File: config.mk
export PLATFORM = sky130hd
export DESIGN_NAME = dram_ctrl
export DESIGN_NICKNAME = d
export VERILOG_FILES = /design/src/rtl/dram_ctrl_pkg.sv /design/src/rtl/dram_timer.sv /design/src/rtl/dram_ctrl.sv
export SDC_FILE = /design/constraint.sdc
export NUM_CORES = 1
export LEC_CHECK = 0
export BUFFER_PORTS_ARGS = -buffer_cell sky130_fd_sc_hd__buf_2
export CAP_MARGIN = 0
export CORE_UTILIZATION = 35
export CTS_BUF_LIST = sky130_fd_sc_hd__clkbuf_4 sky130_fd_sc_hd__clkbuf_8
export CTS_CLUSTER_DIAMETER = 200
export DETAILED_ROUTE_END_ITERATION = 8
export PLACE_DENSITY = 0.59
export SLEW_MARGIN = 20
export SYNTH_ARGS = -nofsm -noshare
export SYNTH_HDL_FRONTEND = slang
export SYNTH_SLANG_ARGS = --single-unit
File: constraint.sdc
create_clock -name clk -period 1.7 [get_ports clk]
set_input_delay 0.34 -clock clk [delete_from_list [all_inputs] [get_ports clk]]
set_output_delay 0.34 -clock clk [all_outputs]
set_load 0.02 [all_outputs]
File: src/rtl/dram_ctrl_pkg.sv
// dram_ctrl_pkg: shared definitions for the DRAM initiator.
//   - request/pin field widths and row/column slicing helpers
//   - FSM state encodings
//   - pin command tuples {RASn, CASn, WEn}
package dram_ctrl_pkg;

  localparam int unsigned AddrW  = 21;
  localparam int unsigned RowW   = 11;
  localparam int unsigned ColW   = 10;
  localparam int unsigned PinAW  = 11;
  localparam int unsigned DataW  = 32;
  localparam int unsigned StrbW  = 4;
  localparam int unsigned TimerW = 8;

  localparam int unsigned StateW = 4;
  localparam logic [StateW-1:0] StIdle    = 4'd0;
  localparam logic [StateW-1:0] StPre     = 4'd1;
  localparam logic [StateW-1:0] StPreWait = 4'd2;
  localparam logic [StateW-1:0] StAct     = 4'd3;
  localparam logic [StateW-1:0] StActWait = 4'd4;
  localparam logic [StateW-1:0] StRd      = 4'd5;
  localparam logic [StateW-1:0] StRdWait  = 4'd6;
  localparam logic [StateW-1:0] StWr      = 4'd7;
  localparam logic [StateW-1:0] StWrWait  = 4'd8;

  typedef struct packed {
    logic             ras_n;
    logic             cas_n;
    logic [StrbW-1:0] wen;
  } cmd_t;

  localparam cmd_t CmdNop = '{ras_n: 1'b1, cas_n: 1'b1, wen: 4'hF};
  localparam cmd_t CmdPre = '{ras_n: 1'b0, cas_n: 1'b1, wen: 4'h0};
  localparam cmd_t CmdAct = '{ras_n: 1'b0, cas_n: 1'b1, wen: 4'hF};
  localparam cmd_t CmdRd  = '{ras_n: 1'b1, cas_n: 1'b0, wen: 4'hF};
  // WEn of a write is replaced by the inverted byte strobes.
  localparam cmd_t CmdWr  = '{ras_n: 1'b1, cas_n: 1'b0, wen: 4'h0};

  function automatic logic [RowW-1:0] addr_row(input logic [AddrW-1:0] addr);
    return addr[AddrW-1:ColW];
  endfunction

  function automatic logic [PinAW-1:0] addr_col(input logic [AddrW-1:0] addr);
    return {1'b0, addr[ColW-1:0]};
  endfunction

endpackage

File: src/rtl/dram_timer.sv
// dram_timer: loadable down-counter used for the DRAM wait states.
//   clk_i      clock
//   rst_i      synchronous active-high reset
//   load_i     load load_val_i on the next edge
//   load_val_i value to count down from
//   done_o     high while the count is zero
module dram_timer #(
  parameter int unsigned Width = 8
) (
  input  logic             clk_i,
  input  logic             rst_i,
  input  logic             load_i,
  input  logic [Width-1:0] load_val_i,
  output logic             done_o
);

  logic [Width-1:0] cnt_q;

  always_ff @(posedge clk_i) begin
    if (rst_i) begin
      cnt_q <= '0;
    end else if (load_i) begin
      cnt_q <= load_val_i;
    end else if (cnt_q != '0) begin
      cnt_q <= cnt_q - 1'b1;
    end
  end

  assign done_o = (cnt_q == '0);

endmodule

File: src/rtl/dram_ctrl.sv
// dram_ctrl: single-word open-page DRAM initiator.
//   clk, rst                 controller clock, synchronous active-high reset
//   req_valid/req_ready      request handshake (ready only in idle)
//   req_write/addr/wdata/wstrb  request payload; row = addr[20:10], col = addr[9:0]
//   rsp_valid, rsp_rdata     one-cycle completion pulse, read data held between reads
//   DRAM_CSn/RASn/CASn/WEn/A/D  registered DRAM command pins
//   DRAM_Q, DRAM_valid       read data return
// Pin outputs are registered from the current state, so a command state in cycle n
// shows on the pins in cycle n+1.
module dram_ctrl
  import dram_ctrl_pkg::*;
#(
  parameter int unsigned T_RCD = 5,  // must be >= 2
  parameter int unsigned T_RP  = 5,  // must be >= 2
  parameter int unsigned T_WR  = 5   // must be >= 2
) (
  input  logic        clk,
  input  logic        rst,
  input  logic        req_valid,
  output logic        req_ready,
  input  logic        req_write,
  input  logic [20:0] req_addr,
  input  logic [31:0] req_wdata,
  input  logic [3:0]  req_wstrb,
  output logic        rsp_valid,
  output logic [31:0] rsp_rdata,
  output logic        DRAM_CSn,
  output logic        DRAM_RASn,
  output logic        DRAM_CASn,
  output logic [3:0]  DRAM_WEn,
  output logic [10:0] DRAM_A,
  output logic [31:0] DRAM_D,
  input  logic [31:0] DRAM_Q,
  input  logic        DRAM_valid
);

  // The command state itself counts as the first cycle of each delay.
  localparam logic [TimerW-1:0] RpLoad  = TimerW'(T_RP - 2);
  localparam logic [TimerW-1:0] RcdLoad = TimerW'(T_RCD - 2);
  localparam logic [TimerW-1:0] WrLoad  = TimerW'(T_WR - 2);

  logic [StateW-1:0] state_q, state_d;

  logic             wr_q;
  logic [AddrW-1:0] addr_q;
  logic [DataW-1:0] wdata_q;
  logic [StrbW-1:0] wstrb_q;

  logic            row_open_q;
  logic [RowW-1:0] open_row_q;

  // Write completion is staged one cycle so rsp_valid lines up with the pins.
  logic cmp_q, cmp_d;
  logic rsp_valid_q, rsp_valid_d;
  logic [DataW-1:0] rsp_rdata_q;

  cmd_t             cmd_q, cmd_d;
  logic             csn_q, csn_d;
  logic [PinAW-1:0] a_q, a_d;
  logic [DataW-1:0] d_q, d_d;

  logic              timer_load;
  logic [TimerW-1:0] timer_val;
  logic              timer_done;

  logic accept;
  logic row_hit;
  logic rd_done;

  assign req_ready = (state_q == StIdle) && !cmp_q && !rsp_valid_q;
  assign accept    = req_valid && req_ready;
  assign row_hit   = row_open_q && (open_row_q == addr_row(req_addr));
  assign rd_done   = (state_q == StRdWait) && DRAM_valid;

  dram_timer #(
    .Width(TimerW)
  ) u_timer (
    .clk_i     (clk),
    .rst_i     (rst),
    .load_i    (timer_load),
    .load_val_i(timer_val),
    .done_o    (timer_done)
  );

  always_comb begin
    state_d    = state_q;
    cmp_d      = 1'b0;
    timer_load = 1'b0;
    timer_val  = '0;
    unique case (state_q)
      StIdle: begin
        if (accept) begin
          if (req_write && (req_wstrb == '0)) begin
            cmp_d = 1'b1;  // nothing to write, complete without touching DRAM
          end else if (row_hit) begin
            state_d = req_write ? StWr : StRd;
          end else if (row_open_q) begin
            state_d = StPre;
          end else begin
            state_d = StAct;
          end
        end
      end
      StPre: begin
        state_d    = StPreWait;
        timer_load = 1'b1;
        timer_val  = RpLoad;
      end
      StPreWait: if (timer_done) state_d = StAct;
      StAct: begin
        state_d    = StActWait;
        timer_load = 1'b1;
        timer_val  = RcdLoad;
      end
      StActWait: if (timer_done) state_d = wr_q ? StWr : StRd;
      StRd:      state_d = StRdWait;
      StRdWait:  if (DRAM_valid) state_d = StIdle;
      StWr: begin
        state_d    = StWrWait;
        timer_load = 1'b1;
        timer_val  = WrLoad;
      end
      StWrWait: begin
        if (timer_done) begin
          state_d = StIdle;
          cmp_d   = 1'b1;
        end
      end
      default: state_d = StIdle;
    endcase
  end

  assign rsp_valid_d = cmp_q || rd_done;

  // Pin next-state: A and D only change on commands that define them.
  always_comb begin
    csn_d = (state_q == StIdle);
    cmd_d = CmdNop;
    a_d   = a_q;
    d_d   = d_q;
    case (state_q)
      StPre: cmd_d = CmdPre;
      StAct: begin
        cmd_d = CmdAct;
        a_d   = addr_row(addr_q);
      end
      StRd: begin
        cmd_d = CmdRd;
        a_d   = addr_col(addr_q);
      end
      StWr: begin
        cmd_d     = CmdWr;
        cmd_d.wen = ~wstrb_q;
        a_d       = addr_col(addr_q);
        d_d       = wdata_q;
      end
      default: ;
    endcase
  end

  always_ff @(posedge clk) begin
    if (rst) begin
      state_q     <= StIdle;
      wr_q        <= 1'b0;
      addr_q      <= '0;
      wdata_q     <= '0;
      wstrb_q     <= '0;
      row_open_q  <= 1'b0;
      open_row_q  <= '0;
      cmp_q       <= 1'b0;
      rsp_valid_q <= 1'b0;
      rsp_rdata_q <= '0;
      cmd_q       <= CmdNop;
      csn_q       <= 1'b1;
      a_q         <= '0;
      d_q         <= '0;
    end else begin
      state_q     <= state_d;
      cmp_q       <= cmp_d;
      rsp_valid_q <= rsp_valid_d;
      cmd_q       <= cmd_d;
      csn_q       <= csn_d;
      a_q         <= a_d;
      d_q         <= d_d;
      if (accept) begin
        wr_q    <= req_write;
        addr_q  <= req_addr;
        wdata_q <= req_wdata;
        wstrb_q <= req_wstrb;
      end
      if (state_q == StAct) begin
        row_open_q <= 1'b1;
        open_row_q <= addr_row(addr_q);
      end
      if (rd_done) begin
        rsp_rdata_q <= DRAM_Q;
      end
    end
  end

  assign rsp_valid = rsp_valid_q;
  assign rsp_rdata = rsp_rdata_q;
  assign DRAM_CSn  = csn_q;
  assign DRAM_RASn = cmd_q.ras_n;
  assign DRAM_CASn = cmd_q.cas_n;
  assign DRAM_WEn  = cmd_q.wen;
  assign DRAM_A    = a_q;
  assign DRAM_D    = d_q;

endmodule
==> results by group <==
Clock network
  – Clk slew on worst S/H paths: around 100 ps
  – H-Tree Depth: 4
  – Skew-Pair Late Insertion Delay: between 400 and 500 ps
  – Clock sink count: between 150 and 200
  – Post-CTS Hold Buffers: 0
  – TritonCTS clock tree: built
  – CTS Root Cell: clkbuf_8
  – Maximum root-to-sink buffer count: 2
  – Total CTS buffers: 17

Yosys
  – Post-synthesis register bit count: between 150 and 200
  – Synthesized area per cell: between 7 and 8 µm²
  – Syn Nets: ~870
  – Post-synth EDFFs: 0
  – Register area share after synthesis: 54.23%
  – Yosys warning count: 0
  – Synth Cell Area: ~6100 µm²
  – Distinct cells, synth: 43
  – Post-synth top flop: dfxtp_1
  – Gate Count Post-Synth: 770
  – Async S/R FF share, synth: 0%

Routing
  – Final ANT Viol Nets: 0
  – WL per Instance: 13.71 µm
  – Vias per inst: 4.632
  – Residual DRC: 0
  – DR iter-0 viols: between 200 and 300
  – Max layer used: met4
  – DR WL met2: about 7.7 mm
  – DR vias: between 5000 and 6000
  – DRT Pass-1 Iters: 5
  – Detailed-route wire length: 16.35 mm
  – Met1 wire length: a little under 8 mm
  – Metal3 WL: 823 µm

Finish
  – Area Growth Syn to Fin: 30.79%
  – Layout Utilization: 46.66%
  – Multi-input logic area: about 2600 µm²
  – Most frequent cells in the layout: 295 x nand2_1, 175 x buf_2, 161 x dfxtp_1
  – Nets: roughly 1000
  – Commonest non-fill, non-tap cell in the layout: nand2_1
  – Post-route cell area: ~8000 µm²
  – Reg area: 3329 µm²
  – Fill cell count: ~1800
  – Layout cell share with drive strength beyond 1: between 20% and 30%

Timing
  – Max Fclk: between 0.5 and 0.6 GHz
  – Pins Over Slew Limit: 0
  – RSZ-0062 raised after global routing: true
  – TNS Setup: -489.3 ps
  – Post-layout worst setup margin: -294.2 ps
  – Period utilization: 117.3%
  – Final Critical Period: 1994 ps
  – Final Hold Fails: 0
  – Slew margin rel.: around three fifths
  – Setup Skew: approximately 9.5 ps
  – Worst slew pin tran: roughly 580 ps
  – Setup violators final: 3

Job
  – Max-Cap Viols: 0

Global route
  – First-pass GRT wire length: between 20 and 25 mm
  – Vias in the first global route: 4853
  – Largest net degree at the start of global routing: 65
  – GRT Total Usage: between 15 and 20%
  – Gr ovfl total: 0
  – Initial antenna violation count: 1

Worst setup path
  – Critical Path RT: around 1400 ps
  – Top cell family by delay on the critical path: buffers and inverters
  – Worst reg2reg startpoint: state_q[2]
  – Critical path capture point type: output pin
  – Buf+Inv Stages, Crit Path: 3
  – Worst Setup SP: state_q[2]
  – Worst path cell trace: buf_6, nor4_4, buf_4, nor3b_2, buf_4
  – Crit-path max FO: 3
  – Worst setup SP type: register
  – Stages on worst setup path: 5
  – R2R depth: 6
  – RR Endpoint: state_q[0]
  – Critical path data arrival time: about 1700 ps
  – WS Path Type: register to output pin
  – CP endpoint: req_ready
  – Crit path max-delay cell type: dfxtp_2
  – CP dominant cell by count: buf_4
  – CP max stage delay: ~330 ps
  – R2R Setup Slk: -110 ps

Power
  – Switching share of power: 33.11%
  – Int Power: between 0.006 and 0.007 W
  – Reg power frac: 44.3%
  – Total power per unit cell area: 1304 nW/µm²
  – Worst vdd rail ir drop: ~0.00059 V
  – Leak: between 3 and 4 nW
  – Power share of the combinational group: about 30%
  – Clock share of power: a little over a quarter
  – P_sw: roughly 0.0035 W

Floorplanning
  – Die span in x: between 100 and 150 µm
  – Rows: between 40 and 50
  – I/O pin count: roughly 180
  – Die height: approximately 130 µm
  – Initial core utilization: 35.68%
  – Area of the die: between 15000 and 20000 µm²
  – Core Box Area: about 17000 µm²

Run status
  – Status: finished, violations left
  – Failing checks: setup timing

Placement
  – Placed Instance Area: roughly 7400 µm²
  – Port buffer count: ~180
  – Pre-CTS WS: -31.11 ps
  – Gpl congestion: 0.7619
  – Detailed Place HPWL: ~10 mm

Min path
  – Hold Path Class: input port to register
  – Beginning of the worst hold path: DRAM_Q[2]
-- area by class of cell --
class,instances,area share (%)
tap,225,3.512
clock inverter,13,1.530
antenna,1,0.03122
sequential,166,41.54
timing repair buffer,218,17.33
inverter,5,0.2342
multi-input combinational,545,32.64
clock buffer,19,3.185
-- flip-flops by register name (all words and copies together), names as in the netlist, 4 cells and up --
signal and cells:
DRAM_A 11, wstrb_q 4, addr_q 21, DRAM_D 32, DRAM_WEn 4, open_row_q 11, rsp_rdata 32, state_q 4
u_timer.cnt_q 8, wdata_q 32
-- synthesized netlist by cell type, drive strengths merged (5+ instances only) --
library cell	instances	area (µm²)
nand2	298	1121
dfxtp	166	3323
a21oi	143	715.7
clkbuf	32	120.1
buf	22	120.1
nor2	17	63.81
xnor2	14	122.6
a31oi	12	75.07
o21ai	8	40.04
nor4	7	65.06
nor3	6	30.03
and2	5	31.28
inv	5	18.77
-- how the worst min path moves through the flow --
stage | endpoint | slack [ps] | depth (start not counted)
4_1_cts | rsp_rdata[1] | 80 | 3
3_3_place_gp | DRAM_WEn[0] | 430 | 1
5_1_grt | rsp_rdata[5] | 70 | 3
6_report | rsp_rdata[2] | 110 | 3
3_5_place_dp | DRAM_D[24] | 440 | 2
2_1_floorplan | DRAM_A[1] | 420 | 2
-- stage by stage --
| step | hold WS [ps] | total power [W] | cells |
|---|---|---|---|
| 6_report | 112.1 | 0.01045 | 1192 |
| 5_1_grt | 69.45 | 0.01112 | 1191 |
| 4_1_cts | 79.88 | 0.01024 | 1186 |
| 3_5_place_dp | 442.2 | 0.007404 | 1151 |
| 3_3_place_gp | 430.9 | 0.007377 | 1151 |
| 2_1_floorplan | 424.9 | 0.006495 | 770 |
-- power by group through the flow --
stage	combinational, W	sequential [W]	clock [W]
floorplan	0.00178	0.00471	0
global placement	0.00269	0.00469	0
detailed placement	0.00270	0.00470	0
CTS	0.00280	0.00462	0.00282
global route	0.00343	0.00470	0.00299
finish	0.00310	0.00463	0.00272
-- layer usage --
| layer | track usage (%) | vias to the layer above |
|---|---|---|
| met4 | 5.056 | 0 |
| met2 | 27.69 | 127 |
| met5 | 0 | - |
| li1 | - | 2894 |
| met3 | 4.913 | 6 |
| met1 | 22.60 | 2494 |
-- cells by family after synthesis --
logic type	after synthesis	share of synthesized area [%]
adder cells (fa/ha/maj)	2	0.4083
buffers and inverters	59	4.226
AND/OR/NAND/NOR	354	23.77
flip-flops	166	54.23
XOR/XNOR	15	2.144
AO/OA/AOI/OAI	172	14.88
multiplexers	2	0.3471
-- tightest hold or removal path: stages --
cell     delay [ps]
buf_2            90
nand2_1          40
a21oi_1          50
-- repair_timing --
item / 4_1_cts / 5_1_grt
gates resized for setup: 6 / 17
setup endpoints to repair: 2 / 106
buffers inserted: 3 / 2
pin swaps: 1 / 2
cloned: 0 / 4
Note: power is estimated with default switching activity, not from simulation.
